**config.mk**
```make
export PLATFORM = sky130hd
export DESIGN_NAME = crossing_scheduler
export DESIGN_NICKNAME = d
export VERILOG_FILES = /design/src/rtl/crossing_scheduler.sv
export SDC_FILE = /design/constraint.sdc
export NUM_CORES = 1
export LEC_CHECK = 0
export BUFFER_PORTS_ARGS = -buffer_cell sky130_fd_sc_hd__buf_2
export CAP_MARGIN = 40
export CORE_AREA = 2 2 49 51
export CTS_BUF_LIST = sky130_fd_sc_hd__clkbuf_8
export CTS_CLUSTER_SIZE = 30
export DETAILED_ROUTE_END_ITERATION = 7
export DIE_AREA = 0 0 51 53
export HOLD_SLACK_MARGIN = 0.06
export PLACE_DENSITY_LB_ADDON = 0.05
export SYNTH_ARGS = -nofsm -noshare
export SYNTH_HDL_FRONTEND = slang
export SYNTH_SLANG_ARGS = --single-unit
```
**constraint.sdc**
```tcl
create_clock -name clock -period 2.1 [get_ports clock]
set_clock_uncertainty 0.2 [all_clocks]
set_input_delay 0.42 -clock clock [delete_from_list [all_inputs] [get_ports clock]]
set_output_delay 0.42 -clock clock [all_outputs]
set_load 0.02 [all_outputs]
```
**src/rtl/crossing_scheduler.sv**
```systemverilog
// Traffic/pedestrian crossing sequencer with tick-based dwell timing and ped/car arbitration.
// Optional side-green extension while car_req is held: define EXTEND_GREEN_EN.
module crossing_scheduler #(
    parameter int unsigned T_GREEN    = 10,
    parameter int unsigned T_YELLOW   = 3,
    parameter int unsigned T_ALLRED   = 2,
    parameter int unsigned T_SIDE     = 8,
    parameter int unsigned T_WALK     = 6,
    parameter int unsigned T_SIDE_MAX = 16
) (
    input  logic       clock,
    input  logic       reset,
    input  logic       tick,
    input  logic       ped_req,
    input  logic       car_req,
    output logic [2:0] main_light,
    output logic [2:0] side_light,
    output logic       walk,
    output logic       ped_pending,
    output logic [2:0] phase
);

    typedef enum logic [2:0] {
        MAIN_GRN = 3'd0,
        MAIN_YEL = 3'd1,
        ALLRED_A = 3'd2,
        SIDE_GRN = 3'd3,
        SIDE_YEL = 3'd4,
        ALLRED_B = 3'd5,
        WALK     = 3'd6
    } state_e;

    localparam logic [2:0] LIGHT_R = 3'b100;
    localparam logic [2:0] LIGHT_Y = 3'b010;
    localparam logic [2:0] LIGHT_G = 3'b001;

    state_e     state_q, state_d;
    logic [7:0] timer_q, timer_d;
    logic       ped_pend_q, ped_pend_d;
    logic       last_q, last_d;
    logic       ped_prev_q;
    logic       ped_rise;
    logic       exp_green, exp_yellow, exp_allred, exp_side, exp_walk;

    assign ped_rise   = ped_req & ~ped_prev_q;
    // Main green is a minimum dwell: once reached, any later tick with a request leaves.
    assign exp_green  = tick && (timer_q >= 8'(T_GREEN - 1));
    assign exp_yellow = tick && (timer_q == 8'(T_YELLOW - 1));
    assign exp_allred = tick && (timer_q == 8'(T_ALLRED - 1));
    assign exp_walk   = tick && (timer_q == 8'(T_WALK - 1));
`ifdef EXTEND_GREEN_EN
    assign exp_side   = tick && (((timer_q >= 8'(T_SIDE - 1)) && !car_req) ||
                                 (timer_q == 8'(T_SIDE_MAX - 1)));
`else
    assign exp_side   = tick && (timer_q == 8'(T_SIDE - 1));
`endif

    always_comb begin
        state_d = state_q;
        last_d  = last_q;
        case (state_q)
            MAIN_GRN: if (exp_green && (ped_pend_q || car_req)) state_d = MAIN_YEL;
            MAIN_YEL: if (exp_yellow) state_d = ALLRED_A;
            ALLRED_A: begin
                if (exp_allred) begin
                    // Both pending: serve whichever was not served last (last_q=1 means car).
                    if (ped_pend_q && (!car_req || last_q)) begin
                        state_d = WALK;
                        last_d  = 1'b0;
                    end else if (car_req) begin
                        state_d = SIDE_GRN;
                        last_d  = 1'b1;
                    end else begin
                        state_d = ALLRED_B;
                    end
                end
            end
            SIDE_GRN: if (exp_side) state_d = SIDE_YEL;
            SIDE_YEL: if (exp_yellow) state_d = ALLRED_B;
            WALK:     if (exp_walk) state_d = ALLRED_B;
            ALLRED_B: if (exp_allred) state_d = MAIN_GRN;
            default:  state_d = MAIN_GRN;
        endcase
    end

    always_comb begin
        timer_d = timer_q;
        if (state_d != state_q) begin
            timer_d = '0;
        end else if (tick && (timer_q != '1)) begin
            timer_d = timer_q + 8'd1;
        end
    end

    always_comb begin
        ped_pend_d = ped_pend_q;
        if ((state_d == WALK) && (state_q != WALK)) begin
            ped_pend_d = 1'b0;
        end else if (ped_rise && (state_q != WALK)) begin
            ped_pend_d = 1'b1;
        end
    end

    always_ff @(posedge clock) begin
        if (reset) begin
            state_q    <= MAIN_GRN;
            timer_q    <= '0;
            ped_pend_q <= 1'b0;
            last_q     <= 1'b1;
            ped_prev_q <= ped_req;
        end else begin
            state_q    <= state_d;
            timer_q    <= timer_d;
            ped_pend_q <= ped_pend_d;
            last_q     <= last_d;
            ped_prev_q <= ped_req;
        end
    end

    always_comb begin
        main_light = LIGHT_R;
        side_light = LIGHT_R;
        walk       = 1'b0;
        case (state_q)
            MAIN_GRN: main_light = LIGHT_G;
            MAIN_YEL: main_light = LIGHT_Y;
            SIDE_GRN: side_light = LIGHT_G;
            SIDE_YEL: side_light = LIGHT_Y;
            WALK:     walk       = 1'b1;
            default:  ;
        endcase
    end

    assign ped_pending = ped_pend_q;
    assign phase       = state_q;

endmodule

```
==> run metrics <==
placed insts 185; Post-layout nets 171; I/O pin count 16; final hold slack 0.0851 ns; area of placed instances 0.00128 mm^2; last weighted congestion value of the routability-driven placer 0.905; routed wire length per instance 15.2 um; die height 53 um; 1st-pass router iterations 4; overall fraction of global-route tracks in use 24.3%; final-layout fill cell count 216; number of setup violations in the final report 11; cell types occupying the most area after synthesis dfxtp_1 27%, a211oi_1 5.1%, ha_1 4.9%; data required time at the worst endpoint 2.03 ns; global-route wire length before repair 4.83 mm; critical path launch point type flip-flop; initial standard-cell utilization of the core 47.8%; relative slew slack 75.6%; YS warnings 0; number of global-route vias before repair 1065; Routed Wire Length 2.85 mm; Clock H-tree levels 1; critical path class reg2reg; actual slew at the worst max-slew pin 0.365 ns; source-to-sink clock delay at the later pin of the worst-skew pair 0.25 ns; summed negative setup slack over all endpoints -1.29 ns; dominant register cell in the synthesized netlist dfxtp_1; violation count after the first detailed-routing iteration 32; share of final-layout standard cells stronger than drive strength 1 35.6%; maximum capacitance violations 0; worst setup timing slack at the placement stage -0.160 ns; Post-CTS Hold Buffers 0; period utilization 107%; Placeable Area 0.00215 mm^2; kind of end point of the critical path flip-flop; antenna violations before repair 0; Yosys top cell by area dfxtp_1; EDFF count, synth 0; count of state elements after synthesis 14; power per standard cell area 499 mW/mm^2; signal arrival time at the worst endpoint 2.17 ns; average cell area after synthesis 7.95 um^2; VDD IR max 0.315 mV; violated checks setup timing; Synth Instances 129; count of input and output buffers 15; number of antenna diodes 0; count of clock tree sinks 14; clock buffer count from CTS 3; Distinct cells, synth 48; post-synth top area share 27.3%; total power 670 uW; drt via density 5.93; leakage power total 0.541 nW; post-CTS clock slew at the launch and capture registers of the worst setup and hold paths 0.06 ns; Die Span X 51 um; Max Fanout on Critical Path 8; number of buffers on the longest clock path 2; Synthesized Nets 138; share of the yosys chip area belonging to registers 27.3%; unrepaired setup endpoints after global routing true; # DRC 0; class of the most critical hold timing path in2reg; Final Util 62.5%; minimum clock period after layout 2.24 ns; number of hold violations in the final report 0; post-route standard cell area excluding fillers 0.00134 mm^2; Row Count 17; r2r setup slk -0.14 ns; area enclosed by the die boundary 0.00270 mm^2; pin count of the biggest net entering global routing 12; Layout Area Growth over Synthesis 30.9%; total vias in the final route 1115; minimum setup slack in the final design -0.139 ns; Post-Layout Cell Count 188; root cell of the clock tree clkbuf_8; f_max 447 MHz; Final Max Tran Viols 0; total congestion overflow 0; run status finished with violations; Antenna Nets Post-Route 0; CTS tree built; total standard cell area after synthesis 0.00103 mm^2; Detailed Place HPWL 2.15 mm; fraction of registers with async set/reset 0%
state kept, by name (all words and copies together), names as in the netlist:
signal and cells:
last_q 1, ped_pending 1, timer_q 8, phase 3
ped_prev_q 1
worst max-delay path, cell delays in order, from the launching register on:
cell	delay, ns
dfxtp_2	0.32
or4_4	0.59
o32ai_1	0.35
o211ai_1	0.21
o211ai_2	0.20
buf_4	0.19
a211oi_1	0.06
area by class of cell:
class,instances,area (um^2),area share [%]
multi-input combinational,95,706,52.6
tap,28,35.0,2.61
sequential,14,283,21.1
clock buffer,3,41.3,3.08
inverter,12,45.0,3.36
timing repair buffer,36,233,17.3
Yosys cell counts (2+ instances only):
master and instances:
dfxtp_1 14, inv_1 12, nor2_1 11, nand2_1 10, a211oi_1 7, clkbuf_1 7
a21oi_1 5, a31oi_1 5, nand3_1 5, o21ai_0 5, ha_1 4, nor3_1 4
a31o_2 2, nand2b_1 2, nor4_1 2, o31a_1 2
path summary, 6_finish.rpt:
check / start / endpoint / cells after the start
max: timer_q[4]$_SDFFE_PP0P_ / timer_q[4]$_SDFFE_PP0P_ / 6
min: ped_req / ped_prev_q$_DFF_P_ / 1
max reg2reg: timer_q[4]$_SDFFE_PP0P_ / timer_q[4]$_SDFFE_PP0P_ / 6
min reg2reg: last_q$_SDFFE_PP1P_ / last_q$_SDFFE_PP1P_ / 2
layer usage:
| layer | routed length (um) | global-route usage (%) |
|---|---|---|
| met5 | 0 | 0 |
| met4 | 36 | 9.91 |
| met3 | 94 | 4.52 |
| met2 | 1330 | 41.3 |
| met1 | 1390 | 30.1 |
cells by family (layout without fill, tap and decap cells):
kind of cell / count (synthesis) / after routing / share of synthesized area, %
muxes: 1 / 1 / 0.976
AOI/OAI and AO/OA: 41 / 41 / 30.5
DFF: 14 / 14 / 27.3
adders and majority gates: 4 / 4 / 4.88
buffers and inverters: 20 / 51 / 8.05
and+or+nand+nor: 48 / 48 / 27.4
xor gates and xnor gates: 1 / 1 / 0.854
where the power goes:
part           leakage, nW  internal [mW]  switching (mW)
Combinational        0.405         0.0723          0.0798
Sequential           0.115          0.276          0.0109
Clock               0.0216          0.127           0.104
timing repair:
action / 4_1_cts / 5_1_grt
setup endpoints to repair: 11 / 11
buffers inserted: 0 / 0
gates resized for setup: 1 / 4
pin swaps: 1 / 1
placed cells by master (no fill, tap or decap), drive strengths merged, types with 2 or more instances in the layout:
master / netlist / layout
nand2b: 2 / 2
ha: 4 / 4
dfxtp: 14 / 14
nor3: 5 / 5
or4: 2 / 2
nor4: 2 / 2
inv: 12 / 12
o211ai: 2 / 2
buf: 1 / 36
nand4: 2 / 2
a31oi: 5 / 5
o21ai: 5 / 5
a211oi: 7 / 7
o31a: 2 / 2
a31o: 2 / 2
nor2: 11 / 11
nand2: 10 / 10
clkbuf: 7 / 3
a21oi: 5 / 5
nand3: 5 / 5
(Power assumes the default switching activity.)
